## src/rtl/mmio_ctrl.sv

```systemverilog
// ---------------------------------------------------------------------------
// mmio_ctrl
//
// This is the memory-mapped I/O controller for the Riscv151 core. It decodes
// CPU load and store requests whose address has bit 31 set (the 0x8000_0000
// region). It owns the cycle and retired-instruction counters and sequences
// the on-chip UART.
//
// Load responses are registered. They come back one cycle after the request,
// which lines them up with the core's MEM/WB stage.
//
// Optional feature macro: MMIO_TX_FIFO_EN
//   defined   : transmit bytes are buffered in a TX_FIFO_DEPTH-entry FIFO.
//   undefined : stores to TX data drive the UART handshake combinationally.
//
// Parameters
//   TX_FIFO_DEPTH : TX FIFO entries; must be a power of two and at least 2.
//
// Ports
//   clk, rst        : clock and synchronous active-high reset
//   req_valid       : access request this cycle (already qualified by !stall)
//   req_we          : 1 = store, 0 = load
//   req_addr        : byte address (bit 31 and bits [7:0] are decoded)
//   req_wdata       : store data (only [7:0] is used)
//   instr_retire    : one instruction retired this cycle
//   mmio_hit        : combinational region hit, used by the core to mask dmem
//   rsp_valid       : registered load-response valid
//   rsp_rdata       : registered load data
//   uart_tx_data    : byte to the UART transmitter
//   uart_tx_valid   : TX handshake valid
//   uart_tx_ready   : TX handshake ready
//   uart_rx_data    : received byte
//   uart_rx_valid   : a received byte is available
//   uart_rx_ready   : combinational pop of the RX byte
//
// Register map (offset = req_addr[7:0])
//   0x00 R  status {29'b0, tx_overflow, rx_valid, tx_ready}; a read clears
//           tx_overflow
//   0x04 R  RX data; the byte is consumed when it is valid
//   0x08 W  TX data push; a push that cannot be taken sets tx_overflow
//   0x10 R  cycle counter
//   0x14 R  instruction counter
//   0x18 W  clear both counters
// ---------------------------------------------------------------------------
module mmio_ctrl #(
  parameter int TX_FIFO_DEPTH = 8
) (
  input  logic        clk,
  input  logic        rst,
  input  logic        req_valid,
  input  logic        req_we,
  input  logic [31:0] req_addr,
  input  logic [31:0] req_wdata,
  input  logic        instr_retire,
  output logic        mmio_hit,
  output logic        rsp_valid,
  output logic [31:0] rsp_rdata,
  output logic [7:0]  uart_tx_data,
  output logic        uart_tx_valid,
  input  logic        uart_tx_ready,
  input  logic [7:0]  uart_rx_data,
  input  logic        uart_rx_valid,
  output logic        uart_rx_ready
);

  localparam logic [7:0] OFF_STATUS = 8'h00;
  localparam logic [7:0] OFF_RXDATA = 8'h04;
  localparam logic [7:0] OFF_TXDATA = 8'h08;
  localparam logic [7:0] OFF_CYCLE  = 8'h10;
  localparam logic [7:0] OFF_INSTR  = 8'h14;
  localparam logic [7:0] OFF_CLEAR  = 8'h18;

  // Reject depths the pointer arithmetic cannot handle.
  if (TX_FIFO_DEPTH < 2 || (TX_FIFO_DEPTH & (TX_FIFO_DEPTH - 1)) != 0) begin : g_depthCheck
    $error("mmio_ctrl: TX_FIFO_DEPTH must be a power of two and at least 2");
  end

  logic [7:0]  w_offset;
  logic        w_load;
  logic        w_store;
  logic        w_statusRead;
  logic        w_txPush;
  logic        w_txDrop;
  logic        w_txReady;
  logic        w_counterClear;
  logic [31:0] w_readData;
  logic        w_unusedBits;

  logic [31:0] r_cycleCounter;
  logic [31:0] r_instrCounter;
  logic        r_txOverflow;
  logic        r_rspValid;
  logic [31:0] r_rspRdata;

  // Address bits between 31 and 7 play no part in the decode.
  assign w_unusedBits = ^{req_addr[30:8], req_wdata[31:8]};

  assign w_offset       = req_addr[7:0];
  assign mmio_hit       = req_valid && req_addr[31];
  assign w_load         = mmio_hit && !req_we;
  assign w_store        = mmio_hit && req_we;
  assign w_statusRead   = w_load && (w_offset == OFF_STATUS);
  assign w_txPush       = w_store && (w_offset == OFF_TXDATA);
  assign w_counterClear = w_store && (w_offset == OFF_CLEAR);

  // The RX byte is popped in the request cycle itself. It is held low during
  // reset so that no byte is lost while the core is being reset.
  assign uart_rx_ready = !rst && w_load && (w_offset == OFF_RXDATA) && uart_rx_valid;

`ifdef MMIO_TX_FIFO_EN
  localparam int PTR_W = $clog2(TX_FIFO_DEPTH);

  logic [7:0]     r_txMem [TX_FIFO_DEPTH];
  logic [PTR_W:0] r_wrPtr;
  logic [PTR_W:0] r_rdPtr;
  logic [PTR_W:0] w_txCount;
  logic           w_txFull;
  logic           w_txEmpty;
  logic           w_txAccept;
  logic           w_txPop;

  // The pointers carry one extra wrap bit, so full and empty can be told
  // apart. Fullness is judged before any pop in the same cycle, which means a
  // push into a full FIFO is dropped even while an entry drains.
  assign w_txCount  = r_wrPtr - r_rdPtr;
  assign w_txFull   = (w_txCount == (PTR_W + 1)'(TX_FIFO_DEPTH));
  assign w_txEmpty  = (r_wrPtr == r_rdPtr);
  assign w_txAccept = w_txPush && !w_txFull;
  assign w_txDrop   = w_txPush && w_txFull;
  assign w_txPop    = !w_txEmpty && uart_tx_ready;
  assign w_txReady  = !w_txFull;

  assign uart_tx_valid = !w_txEmpty;
  assign uart_tx_data  = r_txMem[r_rdPtr[PTR_W-1:0]];

  always_ff @(posedge clk) begin
    if (rst) begin
      r_wrPtr <= '0;
      r_rdPtr <= '0;
    end else begin
      if (w_txAccept) r_wrPtr <= r_wrPtr + 1'b1;
      if (w_txPop)    r_rdPtr <= r_rdPtr + 1'b1;
    end
  end

  // The storage needs no reset, because the pointers define which entries
  // are live.
  always_ff @(posedge clk) begin
    if (w_txAccept) r_txMem[r_wrPtr[PTR_W-1:0]] <= req_wdata[7:0];
  end
`else
  // Without a FIFO, the store goes straight to the UART. A store that meets a
  // busy transmitter is lost and is flagged as an overflow.
  assign uart_tx_valid = !rst && w_txPush;
  assign uart_tx_data  = req_wdata[7:0];
  assign w_txDrop      = w_txPush && !uart_tx_ready;
  assign w_txReady     = uart_tx_ready;
`endif

  // Read mux. Undefined offsets return 0, and an empty RX register returns 0.
  always_comb begin
    w_readData = '0;
    case (w_offset)
      OFF_STATUS: w_readData = {29'b0, r_txOverflow, uart_rx_valid, w_txReady};
      OFF_RXDATA: w_readData = uart_rx_valid ? {24'b0, uart_rx_data} : 32'b0;
      OFF_CYCLE:  w_readData = r_cycleCounter;
      OFF_INSTR:  w_readData = r_instrCounter;
      default:    w_readData = '0;
    endcase
  end

  // Counters. A clear store replaces that edge's increment, so both counters
  // read 0 in the following cycle.
  always_ff @(posedge clk) begin
    if (rst || w_counterClear) begin
      r_cycleCounter <= '0;
      r_instrCounter <= '0;
    end else begin
      r_cycleCounter <= r_cycleCounter + 32'd1;
      if (instr_retire) r_instrCounter <= r_instrCounter + 32'd1;
    end
  end

  // Sticky overflow. A drop in the same cycle as a status read wins, so the
  // bit stays set.
  always_ff @(posedge clk) begin
    if (rst)               r_txOverflow <= 1'b0;
    else if (w_txDrop)     r_txOverflow <= 1'b1;
    else if (w_statusRead) r_txOverflow <= 1'b0;
  end

  // One-cycle load response.
  always_ff @(posedge clk) begin
    if (rst) begin
      r_rspValid <= 1'b0;
      r_rspRdata <= '0;
    end else begin
      r_rspValid <= w_load;
      if (w_load) r_rspRdata <= w_readData;
    end
  end

  assign rsp_valid = r_rspValid;
  assign rsp_rdata = r_rspRdata;

endmodule

```

## config.mk

```make
export PLATFORM = sky130hd
export DESIGN_NAME = mmio_ctrl
export DESIGN_NICKNAME = d
export VERILOG_FILES = /design/src/rtl/mmio_ctrl.sv
export SDC_FILE = /design/constraint.sdc
export NUM_CORES = 1
export LEC_CHECK = 0
export BUFFER_PORTS_ARGS = -buffer_cell sky130_fd_sc_hd__buf_2
export CAP_MARGIN = 5
export CORE_UTILIZATION = 57
export DETAILED_ROUTE_END_ITERATION = 6
export MAX_ROUTING_LAYER = met4
export PLACE_DENSITY = 0.85
export SLEW_MARGIN = 30
export SYNTH_ARGS = -nofsm -noshare
export SYNTH_HDL_FRONTEND = slang
export SYNTH_SLANG_ARGS = --single-unit
```

## constraint.sdc

```tcl
create_clock -name clk -period 3.6 [get_ports clk]
set_input_delay 0.18 -clock clk [delete_from_list [all_inputs] [get_ports clk]]
set_output_delay 0.18 -clock clk [all_outputs]
set_load 0.05 [all_outputs]
```

# After elaboration in Yosys (flattened, before gate mapping)
# Index checks and enable logic that the tools add are counted.
classes:
  reduce_logical: 17
  muxes: 4
  add_sub_neg: 2
  n_eq_ne: 5
ops:
  columns: ["cell", "count"]
  rows:
  - ["32-bit case mux with 4 select lines", 1]
  - ["32-bit by 1-bit adder with 32-bit output (second input constant)", 2]
  - ["8-bit by 5-bit == test with 1-bit output (second input constant)", 3]
  - ["1-bit logical AND", 11]
  - ["8-bit by 3-bit == test with 1-bit output (second input constant)", 1]
  - ["8-bit by 4-bit == test with 1-bit output (second input constant)", 1]
  - ["8-bit logical NOT", 1]
  - ["8-bit two-way mux", 1]
  - ["1-bit logical NOT", 3]
  - ["1-bit two-way mux", 2]
  - ["2-bit nonzero test", 1]
  - ["1-bit logical OR", 1]
totals:
  in_bits: 79
  regBits: 98
  wordCells: 33
  output_inout_bits: 44

# Depth between registers and ports, before layout
logic_depth:
  ltp_word: 5
  depth_mapped: 7

# Least setup slack after synthesis
# No wires, ideal clock.
synth_path:
  kind: "input to output"
  start: "input req_addr[5]"
  end: "output uart_tx_valid"
  path_buffers: 0
  stages: 3
  required_ns: 3.420
  arrival_time_ns: 1.851
  setup_slack_ns: 1.569
  path_cell_list: "nor3_1 > nand3b_1 > nor3b_1"
synth_between:
  elab_chain_len: 3
synth_rtl:
  columns: ["element", "line", "source"]
  rows:
  - ["from (decl)", "52", "input logic [31:0] req_addr,"]
  - ["8-bit by 4-bit == test with 1-bit output", "103", "assign w_txPush = w_store && (w_offset == OFF_TXDATA);"]
  - ["1-bit logical AND", "103", null]
  - ["1-bit logical AND", "154", "assign uart_tx_valid = !rst && w_txPush;"]
  - ["to (decl)", "59", "output logic uart_tx_valid,"]
# No other way between the ends.

# Worst setup path after layout
layout_path:
  start: "register r_cycleCounter[9]"
  end: "register r_cycleCounter[19]"
layout_between:
  elab_chain_len: 1
layout_rtl:
  columns: ["element", "line", "source"]
  rows:
  - ["from (decl)", "89", "logic [31:0] r_cycleCounter;"]
  - ["from (signal assigned)", "179", "r_cycleCounter <= r_cycleCounter + 32'd1;"]
  - ["32-bit by 1-bit adder with 32-bit output", "179", null]
# No other way between the ends.
# A chain may end at the register's enable or synchronous reset.

==> flow_summary.ini <==
[clock_tree]
path_clk_slew_ns = 0.10
clock_sinks = 98
clock_path_buffers = 2
postCtsSetupBuffers = 0
h-tree-depth = 3
cts_made_buffers = 9
cts_hold_buf = 0
post_cts_resized = 0
cts-root-buf = clkbuf_8
clock_latency_ns = 0.36
cts_tree = built

[global_routing]
grt_pass1_wl_um = 19200
antenna_found_initial = 0
grt-ovfl-total = 0
grt_pass1_vias = 4032
grt_max_degree = 57
grt.total_usage_pct = 28.2

[synthesis]
synth-async-reset-ratio_pct = 0
synth_top_area_share_pct = 41.0
synth_fp_nets = 632
yosys-top-cells-area = dfxtp_1 (41%), mux2_2 (5.2%), a22oi_1 (4.6%), nor2_1 (4.0%), a21oi_1 (3.7%)
ys_ff_latch = 98
synth_top_family_by_area = simple AND/OR/NAND/NOR gates
synth-compound-area-share_pct = 14.8
synthMuxAreaShare_pct = 8.01
synth_xor_area_share_pct = 4.03
synth-adder-area-share_pct = 0.523
syn_area_um2 = 4780
synthFlopType = dfxtp_1
syn_area_per_cell_um2 = 8.68
synth_warnings = 0
yosys.area.top_type = dfxtp_1
synth-simple-area-share_pct = 26.9
synth_seq_area_share_pct = 41.0
synthDistinctLibCells = 43
synth_edf_count = 0
synthCells = 551

[setup_path]
arrival_ns = 2.67
required_ns = 3.89
start_kind = flip-flop
cp-end-kind = flip-flop
crit_type = flip-flop to flip-flop
path_max_fanout = 23

[route]
drt-total-wl_um = 11300
ant_nets = 0
routed_via_density = 6.21
drt-initial-drc-count = 227
dr.pass1.iters = 6
wl_per_cell_um = 16.3
vias = 4301
drcViolationCount = 0

[layout]
final_area_um2 = 5220
layout.nets = 664
n_antenna_cell = 0
mostFrequentLayoutCells = dfxtp_1 (98), buf_2 (59), nor2_1 (51), nand2_1 (45), a21oi_1 (35)
final_util_pct = 63.9
drive_gt1_share_pct = 18.4
final_common_cell = dfxtp_1
area_growth_pct = 9.26

[sta]
max_freq_mhz = 419
rsz0062_at_grt = no
tns_ns = 0
max-slew-margin-rel_pct = 40.5
clock_skew_ns = 0.0120
finalCritPeriodShare_pct = 66.2
fin_hold_ws_ns = 0.0211
finalHoldViolCount = 0
period_needed_ns = 2.38
setup_viol_count_final = 0
worst_pin_slew_ns = 0.893
slew_viol_final = 0

[floorplanning]
start_util_pct = 58.5
rows = 33
io_pins = 123
dieArea_um2 = 8760
die_height_um = 93.6
coreArea_um2 = 8180
die_w_um = 93.6

[placement]
hpwl_um = 7810
place.gp.congestion = 0.837
numPortBuffers = 59
placed_cell_area_um2 = 5030

[run]
maxCapViolCount = 0

[pwr]
irDropWorstVdd_uv = 190
power_per_cell_area_nw_per_um2 = 357
leakage_uw = 0.00188

[outcome]
status = finished, final reports clean

[hold_path]
min_path_type = input pin to flip-flop
==> final cells by class <==
cell class,instances,area [um2]
Tap cell,105,131
Multi-Input combinational cell,405,2600
Fill cell,701,2950
Timing Repair Buffer,61,310
Sequential cell,98,1960
Clock buffer,11,151
Clock inverter,5,37.5
Inverter,8,30.0
==> worst paths after layout <==
kind                     startpoint                  to  slack, ns  depth (start not counted)
setup / recovery  r_cycleCounter[9]  r_cycleCounter[19]       1.22                          4
hold / removal        uart_tx_ready        r_txOverflow       0.02                          2
setup reg to reg  r_cycleCounter[9]  r_cycleCounter[19]       1.22                          4
hold reg to reg        rsp_rdata[5]        rsp_rdata[5]       0.46                          2
==> power breakdown <==
group	switching [uW]	internal, uW
Clock	386	292
Sequential	7.69	1090
Combinational	60.5	32.9
==> synthesized netlist by cell type (20+ instances only) <==
library cell and count:
a21oi_1 35, a22oi_1 29, clkbuf_1 21, dfxtp_1 98, mux2_2 22, nand2_1 45
nand3_1 29, nor2_1 51, o21ai_0 20, o31ai_1 21, or4_1 20
==> flip-flops by register name, indices dropped and copies added (netlist names) <==
register / count
r_cycleCounter: 32
r_instrCounter: 32
r_txOverflow: 1
rsp_rdata: 32
rsp_valid: 1
==> layer usage <==
metal	global-route usage, %	vias up	part of all wire, %
met1	34.4	2060	44
li1	-	2097	-
met4	9.49	0	1.3
met3	3.17	15	4.4
met2	48.7	129	50
met5	-	-	0
==> cells by family (layout without fill, tap and decap cells) <==
| kind of cell | count (synthesis) | after routing |
|---|---|---|
| fa+ha+maj | 2 | 2 |
| compound gates | 112 | 112 |
| flops | 98 | 98 |
| xor+xnor | 22 | 22 |
| simple gates | 236 | 236 |
| mux | 33 | 33 |
| buf+inv | 48 | 85 |
==> metrics by stage <==
stage	std cells	power [uW]	worst slack [ns]
after global routing	693	1930	0.949
after floorplan	551	1210	1.57
after detailed placement	677	1210	1.25
final	693	1870	1.22
after CTS	693	1880	1.23
after global placement	677	1210	1.39
==> worst max-delay path: stages, from the launching register on <==
cell and delay [ns]:
dfxtp_1 0.46, and4_1 0.30, nand4_1 0.66, or4_1 0.73
a21oi_1 0.17
Note: power is estimated with default switching activity, not from simulation.
